--- src/rtl/alarm_pkg.sv ---
// Shared constants for the alarm controller and siren generator: state codes
// and default tick timing.
package alarm_pkg;

    localparam int unsigned STATE_W = 3;

    localparam logic [STATE_W-1:0] DISARMED = 3'd0;
    localparam logic [STATE_W-1:0] ARMING   = 3'd1;
    localparam logic [STATE_W-1:0] ARMED    = 3'd2;
    localparam logic [STATE_W-1:0] ENTRY    = 3'd3;
    localparam logic [STATE_W-1:0] ALARM    = 3'd4;

    localparam int unsigned DEF_CLK_FREQ_HZ         = 100_000_000;
    localparam int unsigned DEF_ARM_DELAY_TICKS     = 20;
    localparam int unsigned DEF_ENTRY_DELAY_TICKS   = 30;
    localparam int unsigned DEF_ALARM_TIMEOUT_TICKS = 360;

    function automatic int unsigned max3(input int unsigned a, input int unsigned b,
                                         input int unsigned c);
        int unsigned m;
        m = (a > b) ? a : b;
        return (m > c) ? m : c;
    endfunction

endpackage

--- src/rtl/tick_gen.sv ---
// Free-running prescaler: registered one-cycle tick every DIV clocks, the first
// on the DIV-th rising edge after reset.
module tick_gen #(
    parameter int unsigned DIV = 10
) (
    input  logic clock,
    input  logic reset,
    output logic tick
);

    localparam int unsigned CNT_W = $clog2(DIV);

    logic [CNT_W-1:0] cnt_q, cnt_d;
    logic             tick_q;
    logic             wrap;

    always_comb begin
        wrap  = (cnt_q == CNT_W'(DIV - 1));
        cnt_d = wrap ? '0 : cnt_q + CNT_W'(1);
    end

    always_ff @(posedge clock or posedge reset) begin
        if (reset) begin
            cnt_q  <= '0;
            tick_q <= 1'b0;
        end else begin
            cnt_q  <= cnt_d;
            tick_q <= wrap;
        end
    end

    assign tick = tick_q;

endmodule

--- src/rtl/alarm_controller.sv ---
// Arm/disarm FSM with exit delay, entry delay and alarm timeout, driven by a 2 Hz tick.
// Define AUTO_REARM_EN to return to ARMED instead of DISARMED after the alarm times out.
module alarm_controller
    import alarm_pkg::*;
#(
    parameter int unsigned CLK_FREQ_HZ         = DEF_CLK_FREQ_HZ,
    parameter int unsigned ARM_DELAY_TICKS     = DEF_ARM_DELAY_TICKS,
    parameter int unsigned ENTRY_DELAY_TICKS   = DEF_ENTRY_DELAY_TICKS,
    parameter int unsigned ALARM_TIMEOUT_TICKS = DEF_ALARM_TIMEOUT_TICKS
) (
    input  logic               clock,
    input  logic               reset,
    input  logic               arm,
    input  logic               disarm,
    input  logic               sensor,
    output logic               two_hz_enable,
    output logic               eneble_siren,
    output logic               armed_led,
    output logic [STATE_W-1:0] state
);

    localparam int unsigned TICK_DIV  = CLK_FREQ_HZ / 2;
    localparam int unsigned MAX_TICKS = max3(ARM_DELAY_TICKS, ENTRY_DELAY_TICKS,
                                             ALARM_TIMEOUT_TICKS);
    localparam int unsigned TIMER_W   = $clog2(MAX_TICKS) + 1;

`ifdef AUTO_REARM_EN
    localparam logic [STATE_W-1:0] TIMEOUT_STATE = ARMED;
`else
    localparam logic [STATE_W-1:0] TIMEOUT_STATE = DISARMED;
`endif

    logic               tick;
    logic               sensor_meta_q, sensor_sync_q;
    logic [STATE_W-1:0] state_q, state_d;
    logic [TIMER_W-1:0] timer_q, timer_d;
    logic               timer_last;

    tick_gen #(
        .DIV(TICK_DIV)
    ) u_tick_gen (
        .clock(clock),
        .reset(reset),
        .tick (tick)
    );

    always_ff @(posedge clock or posedge reset) begin
        if (reset) begin
            sensor_meta_q <= 1'b0;
            sensor_sync_q <= 1'b0;
        end else begin
            sensor_meta_q <= sensor;
            sensor_sync_q <= sensor_meta_q;
        end
    end

    always_ff @(posedge clock or posedge reset) begin
        if (reset) begin
            state_q <= DISARMED;
            timer_q <= '0;
        end else begin
            state_q <= state_d;
            timer_q <= timer_d;
        end
    end

    assign timer_last = (timer_q == TIMER_W'(1));

    // Disarm is checked first so it wins over every other input in the same cycle.
    always_comb begin
        state_d = state_q;
        timer_d = timer_q;
        if (disarm) begin
            state_d = DISARMED;
        end else begin
            case (state_q)
                DISARMED: begin
                    if (arm) begin
                        state_d = ARMING;
                        timer_d = TIMER_W'(ARM_DELAY_TICKS);
                    end
                end
                ARMING: begin
                    if (tick) begin
                        if (timer_last) state_d = ARMED;
                        else            timer_d = timer_q - TIMER_W'(1);
                    end
                end
                ARMED: begin
                    if (sensor_sync_q) begin
                        state_d = ENTRY;
                        timer_d = TIMER_W'(ENTRY_DELAY_TICKS);
                    end
                end
                ENTRY: begin
                    if (tick) begin
                        if (timer_last) begin
                            state_d = ALARM;
                            timer_d = TIMER_W'(ALARM_TIMEOUT_TICKS);
                        end else begin
                            timer_d = timer_q - TIMER_W'(1);
                        end
                    end
                end
                ALARM: begin
                    if (tick) begin
                        if (timer_last) state_d = TIMEOUT_STATE;
                        else            timer_d = timer_q - TIMER_W'(1);
                    end
                end
                default: state_d = DISARMED;
            endcase
        end
    end

    always_comb begin
        two_hz_enable = tick;
        eneble_siren  = (state_q == ALARM);
        armed_led     = (state_q == ARMED) || (state_q == ENTRY) || (state_q == ALARM);
        state         = state_q;
    end

endmodule

--- config.mk ---
export PLATFORM = sky130hd
export DESIGN_NAME = alarm_controller
export DESIGN_NICKNAME = d
export VERILOG_FILES = /design/src/rtl/alarm_pkg.sv /design/src/rtl/tick_gen.sv /design/src/rtl/alarm_controller.sv
export SDC_FILE = /design/constraint.sdc
export NUM_CORES = 1
export LEC_CHECK = 0
export BUFFER_PORTS_ARGS = -buffer_cell sky130_fd_sc_hd__buf_2
export CAP_MARGIN = 10
export CORE_MARGIN = 2
export CORE_UTILIZATION = 45
export CTS_BUF_LIST = sky130_fd_sc_hd__clkbuf_4
export DETAILED_ROUTE_END_ITERATION = 10
export SLEW_MARGIN = 25
export SYNTH_ARGS = -nofsm -noshare
export SYNTH_HDL_FRONTEND = slang
export SYNTH_SLANG_ARGS = --single-unit
--- constraint.sdc ---
create_clock -name clock -period 2.8 [get_ports clock]
set_clock_uncertainty 0.1 [all_clocks]
set_input_delay 0.28 -clock clock [delete_from_list [all_inputs] [get_ports clock]]
set_output_delay 0.28 -clock clock [all_outputs]
set_load 0.02 [all_outputs]
---- Yosys cells after proc, flatten, opt, wreduce, memory -nomap -nowiden ----
Cells that the tools add are included.
word-level totals
  flip-flop bits (word level) ............. 42
  input port bits ......................... 5
  output and inout port bits .............. 6
  logic and storage cells ................. 53
cells by class
  add/subtract/negate cells ............... 2
  eq/ne operators ......................... 19
  muxes and demuxes ....................... 18
  bitwise operators ....................... 1
  reductions and logical operators ........ 7
operator list
  operator                                                                  number
  10-bit two-way mux                                                        6
  10-bit case mux with 4 select lines                                       1
  3-bit two-way mux                                                         9
  26-bit by 1-bit adder with 26-bit output (second input constant)          1
  26-bit == test (second input constant)                                    1
  26-bit two-way mux                                                        1
  3-bit case mux with 5 select lines                                        1
  3-bit by 2-bit inequality test with 1-bit output (second input constant)  4
  3-bit inequality test (second input constant)                             4
  10-bit by 1-bit == test with 1-bit output (second input constant)         1
  10-bit by 1-bit subtractor with 10-bit output (second input constant)     1
  8-bit AND reduction                                                       1
  7-bit AND reduction                                                       1
  3-bit by 2-bit == test with 1-bit output (second input constant)          2
  2-bit inequality test (second input constant)                             3
  2-bit by 1-bit inequality test with 1-bit output (second input constant)  2
  4-bit nonzero test                                                        1
  3-bit by 1-bit == test with 1-bit output (second input constant)          1
  3-bit == test (second input constant)                                     1
  3-bit zero test                                                           1
  1-bit logical OR                                                          2
  2-bit OR reduction                                                        1
  1-bit NOT                                                                 1

---- Depth between registers and ports, before layout ----
  depth in word-level cells ............... 5
  mapped depth ............................ 9
  mapped depth without buffers ............ 7

---- Cells and area by module ----
Synthesis repeated with hierarchy kept, for this count alone.
unflattened totals
  cells, all modules ...................... 237
  area total of the unflattened synthesis .. 2306.0 um2
by module, submodules not included
  module            instances  cells each  area an instance (um2)  seq. area each (um2)
  tick_gen          1          128         1323.8                  675.6
  alarm_controller  1          109         982.2                   375.4

---- Worst setup path before layout ----
Ideal clock, no wire load.
  path kind ............................... register to register
  start point ............................. reg timer_q[1]
  end point ............................... reg timer_q[6]
  data arrival time ....................... 1.873 ns
  setup slack ............................. 0.706 ns
  stages on the path, launching flop included .. 9
  clock period less this slack ............ 2.094 ns
  path through ............................ dfrtp_1 -> inv_1 -> ha_1 -> or4b_4 -> o41ai_2 -> a211o_1 -> buf_6 -> nor4_1 -> o22a_1
between the ends
  longest elaborated chain between the ends .. 4
  elaborated cells between the ends (all ways) .. 9
ends and longest elaborated chain
  what                                                                                                        line                                                                     RTL
  from (decl)                                                                                                 alarm_controller.sv:36                                                   logic [TIMER_W-1:0] timer_q, timer_d;
  from (signal assigned)                                                                                      alarm_controller.sv:63                                                   timer_q <= timer_d;
  10-bit by 1-bit subtractor with 10-bit output or 10-bit by 1-bit == test with 1-bit output (tied branches)  --
  10-bit two-way mux (on tied branches)                                                                       alarm_controller.sv:85, alarm_controller.sv:107, alarm_controller.sv:97
  10-bit two-way mux (on tied branches)                                                                       alarm_controller.sv:84, alarm_controller.sv:96
  10-bit case mux with 4 select lines                                                                         alarm_controller.sv:76                                                   case (state_q)
Parallel ways exist; a longest one is shown, timed or not. The select of a mux whose other input is x is not followed.
A chain may end at the register's enable or synchronous reset.

---- Worst setup path in the final report ----
  start point ............................. reg timer_q[1]
  end point ............................... reg timer_q[9]
The elaborated chain is that of the path after synthesis.

==> impl_metrics.ini <==
[power_and_ir_drop]
clkPwrFrac = 0.305
p_seq_frac = 0.543
netSwitchingFraction = 0.288
pwr_density_cell_mw_per_mm2 = 510
power_switching_uw = 369
cellLeakagePower_nw = 1.10
intPower_uw = 912
ir_drop_uv = 246
power_frac_comb = 0.152

[setup_path]
cp_slowest_cell = or4b_4
critPathRequiredTime_ns = 2.93
end_kind = flop
crit_fanout = 11
critPathKind = flop to flop
path_cells = inv_1, ha_1, or4b_4, o41ai_2, a211o_1, or2b_2, o311ai_2
cp_slowest_stage_delay_ns = 0.48
arrival_ns = 2.52
start_kind = flop

[timing]
max_slew_margin = 0.551
setup_ws_ns = 0.413
finalCriticalPeriod_ns = 2.39
drv_slew = 0
grt_setup_unrepaired = no
finalHoldWorstSlack_ns = 0.277
hold_violations = 0
min_period_over_period = 0.852
fmax_mhz = 419
tightest_slew_ns = 0.668
setup_viol_count_final = 0
setup_tns_ns = 0

[layout]
drive_above_1_share = 0.182
final_area_mm2 = 0.00251
syn2layout_area_growth_pct = 10.7
num-nets-final = 254
utilization = 0.525
final_cell_mix = dfrtp_1 (42), nor2_1 (25), nand3_1 (13), xor2_1 (13), inv_1 (12)
diodes = 0
layout_commonest_cell = dfrtp_1

[clock_network]
clk_pin_slew_ns = 0.14
cts_sinks = 42
cts_tree = done
cts_buffers = 5
clock_latency_ns = 0.35
clockBufferDepth = 2
root_buffer = clkbuf_4
htree_levels = 2
post_cts_buffers = 0

[global_routing]
grt_max_degree = 28
grt_pass1_vias = 1664
antenna_found_initial = 0
grt_use_total = 0.177
grt_pass1_wl_um = 7590
overflow = 0

[logic_synthesis]
synthCells = 226
async_flop_share = 1.00
netlist_top_cells_area = dfrtp_1 (46%), xor2_1 (5.0%), nor2_1 (4.1%)
synth_nets = 234
yosysWarnings = 0
syn_area_per_cell_um2 = 10.0
synth_ff_type = dfrtp_1
yosysSeqAreaShare = 0.463
synth.largest_area_cell = dfrtp_1
ys_types = 51
syn-cell-area_mm2 = 0.00227
ys_ff_latch = 42
synth_top_area_frac = 0.463
synth_edf_count = 0

[run_status]
status = complete, no violations

[place]
post-place-ws_ns = 0.418
finalWeightedCongestion = 0.820
place_hpwl_um = 3100
port_buffers = 10
dpl-instance-area_mm2 = 0.00240

[drt]
viasPerCell = 5.49
drcViolationCount = 0
wirelength_um = 4350
vias = 1723
drtPass1Iterations = 4
wire_per_inst_um = 13.8
drtIter0Drc = 75
final_antenna_net_count = 0

[flow_run]
cap_violations = 0

[worst_hold_path]
min_path_type = flop to flop

[die]
dieArea_mm2 = 0.00563
die_y_um = 75
io_pins = 11
die_x_um = 75
coreArea_mm2 = 0.00479
row_count = 25
start_util = 0.474
## logic make-up after synthesis
logic type | synth area share
xor gates and xnor gates | 0.0849
muxes | 0.00441
and+or+nand+nor | 0.235
adders and majority gates | 0.0165
DFF | 0.463
buffers and inverters | 0.0529
AOI/OAI and AO/OA | 0.143
## flip-flops by register name, indices dropped and copies added, names as in the netlist
signal / count
sensor_meta_q: 1
sensor_sync_q: 1
state: 3
timer_q: 10
u_tick_gen.cnt_q: 26
u_tick_gen.tick: 1
## stage by stage
stage	power, mW	cells
after detailed placement	0.900	303
after global placement	0.898	303
after floorplan	0.859	226
after CTS	1.30	314
final	1.28	314
after global routing	1.36	314
## path summary, 6_finish.rpt
| kind | start | to | slack (ns) | cells after the start |
|---|---|---|---|---|
| worst max-delay path | timer_q[1] | timer_q[9] | 0.41 | 7 |
| worst min-delay path | sensor_meta_q | sensor_sync_q | 0.28 | 0 |
| worst max register to register | timer_q[1] | timer_q[9] | 0.41 | 7 |
| worst min register to register | sensor_meta_q | sensor_sync_q | 0.28 | 0 |
| max in group asynchronous | reset | u_tick_gen.cnt_q[3] | 1.56 | 4 |
| min in group asynchronous | reset | timer_q[8] | 0.41 | 3 |
## area by class of cell
type	count	area, µm²
clock buffer	5	37.5
clock inverter	3	45.0
fill	448	2270
inverter	13	48.8
multi-input combinational	162	1100
sequential	42	1050
tap	67	83.8
timing repair buffer	22	148
## worst max-delay path, delay by kind of cell (launching register included)
family,cells,cell delay [ns]
flip-flops,1,0.42
buffers and inverters,1,0.10
AND/OR/NAND/NOR,2,0.70
adder cells (fa/ha/maj),1,0.16
AO/OA/AOI/OAI,3,0.79
## Yosys cell counts, drive strengths merged, types with 2 or more instances
cell	n
o21ai	15
nor2	25
a31oi	7
dfrtp	42
xnor2	9
xor2	13
and4	3
a21oi	5
nor4	7
nand3b	3
o41ai	2
buf	8
nand2	11
o311ai	2
ha	3
or3	3
nand4	7
nand3	13
and3	5
inv	13
nor3	6
o22a	2
nor2b	2
## layer usage
metal | GRT usage | part of all wire | vias up
met5 | 0 | 0 | -
met4 | 0.0694 | 0.022 | 0
met3 | 0.0415 | 0.043 | 12
met2 | 0.284 | 0.47 | 47
met1 | 0.233 | 0.46 | 808
li1 | - | - | 856
## what timing repair did
item / CTS / global route
gates resized for setup: 0 / 0
hold buffers: 3 / 0
endpoints found under the hold margin: 30 / 0
## power groups by stage
stage / combinational, mW / sequential, mW / clock, mW
finish: 0.195 / 0.696 / 0.390
global route: 0.218 / 0.704 / 0.437
CTS: 0.195 / 0.696 / 0.411
detailed placement: 0.192 / 0.708 / 0
global placement: 0.191 / 0.707 / 0
floorplan: 0.178 / 0.681 / 0
Power figures use the tool's default switching activity.
